$ cat config.mk
export PLATFORM = sky130hd
export DESIGN_NAME = tcdm_lrsc_filter_flat
export DESIGN_NICKNAME = d
export VERILOG_FILES = /design/src/rtl/tcdm_lrsc_filter_if.sv /design/src/rtl/tcdm_lrsc_filter.sv /design/src/flat_wrapper.sv
export SDC_FILE = /design/constraint.sdc
export NUM_CORES = 1
export LEC_CHECK = 0
export BUFFER_PORTS_ARGS = -buffer_cell sky130_fd_sc_hd__clkbuf_2
export CORE_AREA = 8 8 165 167
export CTS_CLUSTER_SIZE = 24
export DETAILED_ROUTE_END_ITERATION = 8
export DIE_AREA = 0 0 173 175
export GPL_ROUTABILITY_DRIVEN = 0
export PLACE_DENSITY = 0.88
export SYNTH_ARGS = -nofsm -noshare
export SYNTH_HDL_FRONTEND = slang
export SYNTH_SLANG_ARGS = --single-unit
$ cat constraint.sdc
create_clock -name clk_i -period 4.45 [get_ports clk_i]
set_input_delay 0.445 -clock clk_i [delete_from_list [all_inputs] [get_ports clk_i]]
set_output_delay 0.445 -clock clk_i [all_outputs]
set_load 0.02 [all_outputs]
$ cat src/rtl/tcdm_lrsc_filter_if.sv
// TCDM request/response bundle used on both sides of the LR/SC filter.
interface tcdm_lrsc_filter_if #(
  parameter int unsigned AddrMemWidth = 32,
  parameter int unsigned DataWidth    = 32,
  parameter int unsigned IdWidth      = 3
);
  localparam int unsigned BeWidth = DataWidth / 8;

  logic                    req;
  logic                    gnt;
  logic [AddrMemWidth-1:0] add;
  logic [3:0]              amo;
  logic                    wen;
  logic [DataWidth-1:0]    wdata;
  logic [BeWidth-1:0]      be;
  logic [IdWidth-1:0]      id;
  logic [DataWidth-1:0]    rdata;

  // Requester side: issues requests, receives grant and read data.
  modport master (
    output req, add, amo, wen, wdata, be, id,
    input  gnt, rdata
  );

  // Responder side: accepts requests, returns grant and read data.
  modport slave (
    input  req, add, amo, wen, wdata, be, id,
    output gnt, rdata
  );
endinterface

$ cat src/rtl/tcdm_lrsc_filter.sv
// LR/SC filter: one reservation per core; LR becomes a load, SC becomes a
// store (success) or a load with an overridden response (failure).
module tcdm_lrsc_filter #(
  parameter int unsigned AddrMemWidth = 32,
  parameter int unsigned DataWidth    = 32,
  parameter int unsigned NumCores     = 8,
  parameter int unsigned IdWidth      = $clog2(NumCores)
) (
  input  logic                 clk_i,
  input  logic                 rst_i,
  tcdm_lrsc_filter_if.slave    in_bus,
  tcdm_lrsc_filter_if.master   out_bus
);

  localparam logic [3:0] AmoNone = 4'h0;
  localparam logic [3:0] AmoLr   = 4'hB;
  localparam logic [3:0] AmoSc   = 4'hC;

  typedef struct packed {
    logic                    valid;
    logic [AddrMemWidth-1:0] addr;
  } res_t;

  typedef enum logic [1:0] {
    RESP_PASS    = 2'd0,
    RESP_SC_OK   = 2'd1,
    RESP_SC_FAIL = 2'd2
  } resp_e;

  res_t  res_q [NumCores];
  res_t  res_d [NumCores];
  resp_e resp_q, resp_d;

  logic                hs;
  logic                is_lr;
  logic                is_sc;
  logic                own_match;
  logic                sc_ok;
  logic [NumCores-1:0] match;

  assign hs    = in_bus.req & out_bus.gnt;
  assign is_lr = (in_bus.amo == AmoLr);
  assign is_sc = (in_bus.amo == AmoSc);
  assign sc_ok = is_sc & own_match;

  // Address match per entry and lookup of the requester's own entry.
  always_comb begin
    match     = '0;
    own_match = 1'b0;
    for (int i = 0; i < NumCores; i++) begin
      match[i] = res_q[i].valid && (res_q[i].addr == in_bus.add);
      if (IdWidth'(i) == in_bus.id) begin
        own_match = match[i];
      end
    end
  end

  // Request feed-through with LR/SC rewritten into plain loads/stores.
  always_comb begin
    out_bus.req   = in_bus.req;
    out_bus.add   = in_bus.add;
    out_bus.be    = in_bus.be;
    out_bus.wdata = in_bus.wdata;
    out_bus.id    = in_bus.id;
    out_bus.amo   = in_bus.amo;
    out_bus.wen   = in_bus.wen;
    in_bus.gnt    = out_bus.gnt;
    if (is_lr) begin
      out_bus.amo = AmoNone;
      out_bus.wen = 1'b0;
    end else if (is_sc) begin
      out_bus.amo = AmoNone;
      out_bus.wen = sc_ok;
    end
  end

  // Reservation table and response-select next state.
  always_comb begin
    res_d  = res_q;
    resp_d = RESP_PASS;
    if (hs) begin
      if (is_lr) begin
        for (int i = 0; i < NumCores; i++) begin
          if (IdWidth'(i) == in_bus.id) begin
            res_d[i].valid = 1'b1;
            res_d[i].addr  = in_bus.add;
          end
        end
      end else if (is_sc && !sc_ok) begin
        resp_d = RESP_SC_FAIL;
        for (int i = 0; i < NumCores; i++) begin
          if (IdWidth'(i) == in_bus.id) begin
            res_d[i].valid = 1'b0;
          end
        end
      end else if (is_sc || in_bus.wen || (in_bus.amo != AmoNone)) begin
        if (is_sc) begin
          resp_d = RESP_SC_OK;
        end
        for (int i = 0; i < NumCores; i++) begin
          if (match[i]) begin
            res_d[i].valid = 1'b0;
          end
        end
      end
    end
  end

  // State registers; reset drops every reservation.
  always_ff @(posedge clk_i) begin
    if (rst_i) begin
      resp_q <= RESP_PASS;
      for (int i = 0; i < NumCores; i++) begin
        res_q[i].valid <= 1'b0;
        res_q[i].addr  <= res_d[i].addr;
      end
    end else begin
      resp_q <= resp_d;
      res_q  <= res_d;
    end
  end

  // Response mux: shim data, or the SC result one cycle after the handshake.
  always_comb begin
    in_bus.rdata = out_bus.rdata;
    case (resp_q)
      RESP_SC_OK:   in_bus.rdata = '0;
      RESP_SC_FAIL: in_bus.rdata = DataWidth'(1);
      default:      in_bus.rdata = out_bus.rdata;
    endcase
  end

endmodule

$ cat src/flat_wrapper.sv
// flat-port wrapper written by rule: the top's interface ports become plain ports
module tcdm_lrsc_filter_flat 
#(
  parameter int unsigned AddrMemWidth = 32,
  parameter int unsigned DataWidth    = 32,
  parameter int unsigned NumCores     = 8,
  parameter int unsigned IdWidth      = $clog2(NumCores)
)
  (clk_i, rst_i, in_bus_req, in_bus_add, in_bus_amo, in_bus_wen, in_bus_wdata, in_bus_be, in_bus_id, in_bus_gnt, in_bus_rdata, out_bus_req, out_bus_add, out_bus_amo, out_bus_wen, out_bus_wdata, out_bus_be, out_bus_id, out_bus_gnt, out_bus_rdata);
  tcdm_lrsc_filter_if #(.AddrMemWidth(AddrMemWidth), .DataWidth(DataWidth), .IdWidth(IdWidth)) in_bus_i ();
  tcdm_lrsc_filter_if #(.AddrMemWidth(AddrMemWidth), .DataWidth(DataWidth), .IdWidth(IdWidth)) out_bus_i ();
  input  logic clk_i;
  input  logic rst_i;
  input wire logic [$bits(in_bus_i.req)-1:0] in_bus_req;
  input wire logic [$bits(in_bus_i.add)-1:0] in_bus_add;
  input wire logic [$bits(in_bus_i.amo)-1:0] in_bus_amo;
  input wire logic [$bits(in_bus_i.wen)-1:0] in_bus_wen;
  input wire logic [$bits(in_bus_i.wdata)-1:0] in_bus_wdata;
  input wire logic [$bits(in_bus_i.be)-1:0] in_bus_be;
  input wire logic [$bits(in_bus_i.id)-1:0] in_bus_id;
  output wire logic [$bits(in_bus_i.gnt)-1:0] in_bus_gnt;
  output wire logic [$bits(in_bus_i.rdata)-1:0] in_bus_rdata;
  output wire logic [$bits(out_bus_i.req)-1:0] out_bus_req;
  output wire logic [$bits(out_bus_i.add)-1:0] out_bus_add;
  output wire logic [$bits(out_bus_i.amo)-1:0] out_bus_amo;
  output wire logic [$bits(out_bus_i.wen)-1:0] out_bus_wen;
  output wire logic [$bits(out_bus_i.wdata)-1:0] out_bus_wdata;
  output wire logic [$bits(out_bus_i.be)-1:0] out_bus_be;
  output wire logic [$bits(out_bus_i.id)-1:0] out_bus_id;
  input wire logic [$bits(out_bus_i.gnt)-1:0] out_bus_gnt;
  input wire logic [$bits(out_bus_i.rdata)-1:0] out_bus_rdata;
  assign in_bus_i.req = in_bus_req;
  assign in_bus_i.add = in_bus_add;
  assign in_bus_i.amo = in_bus_amo;
  assign in_bus_i.wen = in_bus_wen;
  assign in_bus_i.wdata = in_bus_wdata;
  assign in_bus_i.be = in_bus_be;
  assign in_bus_i.id = in_bus_id;
  assign in_bus_gnt = in_bus_i.gnt;
  assign in_bus_rdata = in_bus_i.rdata;
  assign out_bus_req = out_bus_i.req;
  assign out_bus_add = out_bus_i.add;
  assign out_bus_amo = out_bus_i.amo;
  assign out_bus_wen = out_bus_i.wen;
  assign out_bus_wdata = out_bus_i.wdata;
  assign out_bus_be = out_bus_i.be;
  assign out_bus_id = out_bus_i.id;
  assign out_bus_i.gnt = out_bus_gnt;
  assign out_bus_i.rdata = out_bus_rdata;
  tcdm_lrsc_filter #(.AddrMemWidth(AddrMemWidth), .DataWidth(DataWidth), .NumCores(NumCores), .IdWidth(IdWidth)) u_core (.clk_i(clk_i), .rst_i(rst_i), .in_bus(in_bus_i), .out_bus(out_bus_i));
endmodule
# --- Word level (Yosys, flattened, before mapping) ---
# Index checks and enable logic that the tools add are counted.
word_totals:
  output_inout_bits: 110
  in_bits: 112
  register_bits: 266
  elab_cells: 163
op_classes:
  muxes: 73
  reduce_logical: 33
  eq_ne: 35
  bitwise_logic: 4
op_table:
  columns: ["op", "n"]
  rows:
  - ["two-way mux 264 bit", 1]
  - ["two-way mux 33 bit", 8]
  - ["== test 32 bit", 8]
  - ["two-way mux 32 bit", 8]
  - ["case mux 32 bit (2 select lines)", 1]
  - ["two-way mux 1 bit", 51]
  - ["AND reduction 5 bit", 8]
  - ["nonzero test 3 bit", 9]
  - ["!= test 2 x 1 -> 1 bit (second input constant)", 8]
  - ["!= test 2 bit (second input constant)", 8]
  - ["== test 3 bit (first input constant)", 4]
  - ["logical AND 1 bit", 9]
  - ["== test 4 bit (second input constant)", 2]
  - ["two-way mux 4 bit", 2]
  - ["== test 2 x 3 -> 1 bit (first input constant)", 2]
  - ["OR reduction 5 bit", 1]
  - ["two-way mux 2 bit", 2]
  - ["nonzero test 4 bit", 1]
  - ["== test 1 x 3 -> 1 bit (first input constant)", 1]
  - ["zero test 3 bit", 1]
  - ["OR reduction 3 bit", 1]
  - ["AND 1 bit", 2]
  - ["== test 2 x 1 -> 1 bit (second input constant)", 1]
  - ["== test 2 bit (second input constant)", 1]
  - ["3 further kinds", 5]

# --- Logic depth before layout (Yosys ltp) ---
# Gate-level depths: netlist of the first run.
depth:
  depth_word: 16
  depth_mapped: 10
  mapped_depth_nobuf: 8

# --- Worst setup path after synthesis of the first run ---
# No wires, ideal clock.
synth_timing:
  path_type: "input to register"
  from: "input in_bus_amo[2]"
  to: "register u_core.res_q[231] (netlist name) (enable)"
  path_slack_ps: -273
  path_stages: 4
  path_buffers: 1
  arrival_time_ps: 4218
  required_ps: 3945
  setup_ps: 505
  cell_sequence: "and4b_1 > clkbuf_1 > nand3_1 > nor4_1"
synth_between:
  elab_chain_len: 3
synth_lines:
  columns: ["item", "line_no", "text"]
  rows:
  - ["start, declared", "flat_wrapper.sv:16", "input wire logic [$bits(in_bus_i.amo)-1:0] in_bus_amo;"]
  - ["== test 4 bit", "tcdm_lrsc_filter.sv:42", "assign is_lr = (in_bus.amo == AmoLr);"]
  - ["two-way mux 32 bit", "tcdm_lrsc_filter.sv:82", "if (is_lr) begin"]
  - ["two-way mux 264 bit", "tcdm_lrsc_filter.sv:81", "if (hs) begin"]
  - ["end signal, assigned", "tcdm_lrsc_filter.sv:119", "res_q <= res_d;"]
  - ["end, declared", "tcdm_lrsc_filter.sv:30", "res_t res_q [NumCores];"]
# Every way passes these cells.
# A chain may end at the register's enable or synchronous reset.

# --- Final worst setup path of the first run ---
layout_timing:
  from: "register u_core.res_q[120] (netlist name)"
  to: "output out_bus_wen"
layout_between:
  elab_chain_len: 9
layout_lines:
  columns: ["item", "line_no", "text"]
  rows:
  - ["== test 32 bit", "tcdm_lrsc_filter.sv:51", "match[i] = res_q[i].valid && (res_q[i].addr == in_bus.add);"]
  - ["logical AND 1 bit", "tcdm_lrsc_filter.sv:51", null]
  - ["two-way mux 1 bit (4 in a row)", "tcdm_lrsc_filter.sv:52", "if (IdWidth'(i) == in_bus.id) begin"]
  - ["AND 1 bit", "tcdm_lrsc_filter.sv:44", "assign sc_ok = is_sc & own_match;"]
  - ["two-way mux 1 bit", "tcdm_lrsc_filter.sv:71", "end else if (is_sc) begin"]
  - ["two-way mux 1 bit", "tcdm_lrsc_filter.sv:68", "if (is_lr) begin"]
  - ["end, declared", "flat_wrapper.sv:26", "output wire logic [$bits(out_bus_i.wen)-1:0] out_bus_wen;"]
# Every way passes these cells.

==> qor.csv, run 1 <==
metric;value;unit
post-synthesis sequential area ratio;63.6;%
CTS clock-pin slew for the worst setup and hold paths;0.06;ns
worst slew pin tran;1.13;ns
H-tree lvl count;1;
number of global-route vias before repair;7344;
Initial Util;50.3;%
mux cell area share after synthesis;0.0908;%
pin count of the biggest net entering global routing;34;
crit end category;output pin;
Cell Pwr Density;384;mW/mm2
Die Height;175;um
initial drt markers;810;
CTS Sinks;266;
Die W;173;um
syn nets;984;
RSZ-0062 raised after global routing;no;
Synth cell types;53;
Final setup viols;0;
worst clock skew;0.0157;ns
status;finished, final reports clean;
Yosys reg bits;266;
CP Launch Type;register;
Synthesis Warnings;0;
Avg Inst Size Synth;14.2;um2
Top Ports;222;
initial antenna violation count;0;
via count;7316;
Async S/R FF share, synth;0;%
Synth Area in XOR/XNOR;18.1;%
most common library cells after synthesis;256 x edfxtp_1, 134 x xnor2_1, 121 x xor2_1, 81 x buf_4, 35 x nor4_1;
first-pass iteration count of the detailed router;5;
# diodes;0;
clk_lat worst skew;0.52;ns
peak supply drop;368;uV
root buf cell;clkbuf_16;
Max Slew Vio Count;0;
Area contributors post-synth;edfxtp_1 62%, xnor2_1 9.5%, xor2_1 8.5%;
WL/cell;24.1;um
Critical Path RT;4.01;ns
most common cell in the netlist;edfxtp_1;
CP Max Fanout;5;
area leader, netlist;edfxtp_1;
port buffer count;149;
vias per cell;5.65;
site row count;58;
fillcell total;1875;
Num CTS Buffers;27;
Post-route DRC;0;
Finished Cell Area;0.0137;mm2
Yosys top cell area share;62.0;%
Post-Place Cell Area;0.0129;mm2
leak pwr;0.00460;uW
Core Area;0.0247;mm2
maxcap violations;0;
post-route ant nets;0;
post-synthesis simple-gate area fraction;9.13;%
final wirelength;31.2;mm
CTS tree;built;
Top FF cell, synth;edfxtp_1;
layout cell share with drive strength beyond 1;21.9;%
Post-synth EDFFs;256;
Area Growth Syn to Fin;10.8;%
fin cells;1296;
Hold WC Path Type;primary input to register;
hold_buf cts;0;
dpl hpwl;21.4;mm
adder-cell share of the synthesized area;0.101;%
# nets final;1060;
setup repair bufs after CTS;0;
total track usage;19.9;%
Longest Clk Path Bufs;3;
period utilization;82.8;%
total die area;0.0303;mm2
Syn Inst Count;871;
# resized after CTS;0;
setup_tns;0;ns
Fin. Hold Viols;0;
main combinational cell family by area after synthesis;XOR/XNOR gates;
grt total ovfl;0;
Worst Path Arrival;3.24;ns
placed insts;1248;
post-synthesis instance area;0.0124;mm2
compound-cell area share of the yosys netlist;2.30;%
first-pass GRT wire length;46.0;mm
fmax;271;MHz
Finished Core Util;55.7;%
Setup CP Type;register to output pin;
Tmin final;3.68;ns
Slew HR;24.4;%
==> worst paths after layout <==
kind	from	endpoint	slack (ns)	depth (start not counted)
worst max register to register	u_core.res_q[120]	u_core.res_q[230]	1.57	8
worst max-delay path	u_core.res_q[120]	out_bus_wen	0.77	9
worst min-delay path	in_bus_add[31]	u_core.res_q[229]	0.21	1
worst min register to register	u_core.res_q[230]	u_core.res_q[230]	0.64	3
==> report_power, final <==
| group | switching (uW) | leakage, uW | internal (uW) | total, uW |
|---|---|---|---|---|
| Sequential | 2.50 | 0.00238 | 2750 | 2750 |
| Combinational | 273 | 0.00183 | 140 | 413 |
| Clock | 884 | 0.000393 | 1230 | 2110 |
| Total | 1160 | 0.00460 | 4110 | 5270 |
==> final cells by class <==
cell class	instances	area, um2	share of cell area [%]
tap	330	413	3.01
sequential	266	7890	57.4
inverter	3	11.3	0.0820
timing repair buffer	163	851	6.19
clock inverter	13	111	0.811
multi-input combinational	486	3760	27.4
clock buffer	35	706	5.14
==> registers in the layout, summed over array words and instances (netlist names) <==
signal and count:
u_core.res_q 264, u_core.resp_q 2
==> layout by cell type (no fill, tap or decap), drive strengths merged, types with 2 or more instances in the layout <==
master / instances
clkbuf: 184
xor2: 121
nor4: 35
nor2b: 3
nand3b: 2
nand2b: 4
a2111oi: 5
nand2: 10
and2: 35
nand4: 34
nor3: 13
o21ai: 10
a21oi: 4
bufinv: 2
edfxtp: 256
xnor2: 135
nor3b: 5
buf: 14
and3: 4
or3: 2
o32ai: 2
clkinv: 11
dfxtp: 10
inv: 3
nor2: 21
nand3: 20
a221o: 2
==> through the flow <==
stage | total power (uW) | hold slack (ns) | setup slack, ns
after floorplan | 3120 | 0.539 | 1.10
after CTS | 5290 | 0.199 | 0.753
after global routing | 5410 | 0.212 | 0.627
after detailed placement | 3220 | 0.617 | 0.796
after global placement | 3210 | 0.596 | 0.760
final | 5270 | 0.213 | 0.766
==> worst max-delay path: stages (launching register included) <==
cell      delay, ns
edfxtp_1       0.37
xnor2_1        0.25
nand4_1        0.21
nor4_1         0.35
nand3_1        0.25
o21ai_0        0.44
o2111a_1       0.35
o21ai_1        0.15
nor2_1         0.16
clkbuf_2       0.19
==> logic make-up after synthesis <==
family | after synthesis
AOI/OAI and AO/OA | 35
muxes | 1
and+or+nand+nor | 193
buffers and inverters | 119
adders and majority gates | 1
xor gates and xnor gates | 256
DFF | 266
==> per-layer routing <==
metal	global-route usage, %	vias to the layer above	wire [um]
met5	0.332	-	0
met4	8.84	0	1370
met3	4.71	95	3050
met2	34.4	480	15300
met1	23.3	3530	11500
li1	-	3211	-
No activity file was read; power rests on OpenSTA's default activity.
==> run 2, diff against run 1 <==
clock period = 3.3 ns   (was 4.45 ns; I/O delays follow)
==> qor.csv, run 2 (synthesis results as in run 1) <==
metric;value;unit
worst hold slack;0.0782;ns
fmax;309;MHz
critical path's slowest cell;nor4_2;
crit path cell chain;xor2_1, nor4_2, nand4_1, o41a_1, nand2_1, o2111a_2, o21ai_1, nor2_2, buf_6;
post-route ant nets;0;
H-tree lvl count;1;
Finished Core Util;58.3;%
status;finished, final reports clean;
Final setup viols;0;
FF-to-FF path depth;10;
Top Registers;u_core.res_q (264), u_core.resp_q (2);
Setup CP Type;register to output pin;
Critical Path RT;2.97;ns
initial antenna violation count;0;
Core Area;0.0247;mm2
period utilization;98.0;%
Worst Path Arrival;2.90;ns
grt total ovfl;0;
slowest stage delay, CP;0.41;ns
CTS tree;built;
Die W;173;um
Finished Cell Area;0.0144;mm2
number of global-route vias before repair;7909;
total track usage;21.7;%
CP Launch Type;register;
WL/cell;25.1;um
first-pass GRT wire length;50.5;mm
vias per cell;5.72;
root buf cell;clkbuf_16;
most frequent cells in the layout;256 x edfxtp_1, 148 x clkbuf_2, 132 x xnor2_1;
Top Ports;222;
Slew HR;55.7;%
Max Slew Vio Count;0;
# nets final;1120;
Die Height;175;um
peak supply drop;466;uV
max FFs per register;264;
crit end category;output pin;
CP Max Fanout;2;
Area Growth Syn to Fin;16.0;%
reg-to-reg endpoint;u_core.res_q[230];
HP Start;in_bus_add[9];
Initial Util;50.3;%
CTS clock-pin slew for the worst setup and hold paths;0.06;ns
R2R Setup Slk;0.43;ns
Cell Pwr Density;497;mW/mm2
hold_buf cts;0;
pin count of the biggest net entering global routing;34;
FF-to-FF Start;u_core.res_q[212];
dpl hpwl;23.3;mm
Post-Place Cell Area;0.0134;mm2
initial drt markers;771;
# diodes;0;
leak pwr;0.00497;uW
Buf+Inv Stages, Crit Path;1;
layout cell share with drive strength beyond 1;28.5;%
Post-route DRC;0;
final wirelength;34.0;mm
Hold Path Depth;1;
via count;7744;
Num CTS Buffers;27;
worst clock skew;0.00854;ns
Hold WC Path Type;primary input to register;
total die area;0.0303;mm2
first-pass iteration count of the detailed router;5;
largest register by flop count;u_core.res_q;
clk_lat worst skew;0.53;ns
Longest Clk Path Bufs;3;
Fin. Hold Viols;0;
Largest delay share family, worst path;simple AND/OR/NAND/NOR gates;
fillcell total;1828;
worst slew pin tran;0.665;ns
commonest non-fill, non-tap cell in the layout;edfxtp_1;
port buffer count;149;
CTS Sinks;266;
Hold Crit Endpoint;u_core.res_q[240];
Tmin final;3.23;ns
maxcap violations;0;
site row count;58;
## run 2: worst max path at each step
stage / startpoint / end / cells past startpoint
after floorplan: in_bus_amo[2] / u_core.res_q[231] / 4
after global placement: in_bus_add[15] / out_bus_wen / 10
after detailed placement: in_bus_add[14] / out_bus_wen / 10
after CTS: u_core.res_q[13] / out_bus_wen / 9
after global routing: u_core.res_q[105] / out_bus_wen / 9
final: u_core.res_q[144] / out_bus_wen / 9
## run 2: final cells by class
| class | count | area [um2] | area share, % |
|---|---|---|---|
| clock buffer | 31 | 691 | 4.80 |
| clock inverter | 15 | 109 | 0.756 |
| inverter | 3 | 11.3 | 0.0782 |
| multi-input combinational | 486 | 3880 | 27.0 |
| sequential | 266 | 7890 | 54.8 |
| tap | 330 | 413 | 2.87 |
| timing repair buffer | 223 | 1400 | 9.69 |
## run 2: stage by stage
| step | TNS (ns) | power [uW] | setup slack (ns) | cells |
|---|---|---|---|---|
| after floorplan | 0 | 4210 | 0.0663 | 871 |
| after global placement | 0 | 4370 | 0.00622 | 1305 |
| after detailed placement | 0 | 4390 | 0.0151 | 1305 |
| after CTS | 0 | 7170 | 0.0328 | 1352 |
| after global routing | -0.0477 | 7330 | -0.0477 | 1354 |
| final | 0 | 7160 | 0.0652 | 1354 |
## run 2: repair_timing
item / 4_1_cts / 5_1_grt
buffers inserted: 1 / 2
resized for setup: 12 / 11
setup endpoints to repair: 1 / 1
pin swaps: 4 / 11
## run 2: power by group
part / switching [uW] / internal (uW)
logic: 398 / 237
clock network: 1240 / 1570
registers: 3.51 / 3700
total: 1640 / 5510
## run 2: worst reg2reg max path, stage by stage (launching register included)
cell and delay [ns]:
edfxtp_1 0.44, xnor2_2 0.27, nand4_1 0.21, nor4_4 0.33
buf_4 0.17, a41oi_2 0.13, o211ai_1 0.17, buf_4 0.18
o2111ai_4 0.20, a2111oi_0 0.54, o21ai_1 0.10
## run 2: per-layer routing
| layer | vias up | wire (um) | part of all wire, % | track usage (%) |
|---|---|---|---|---|
| li1 | 3329 | - | - | - |
| met1 | 3732 | 12200 | 36 | 25.7 |
| met4 | 0 | 1530 | 4.5 | 9.09 |
| met2 | 578 | 16800 | 49 | 37.8 |
| met5 | - | 0 | 0 | 0 |
| met3 | 105 | 3510 | 10 | 4.94 |
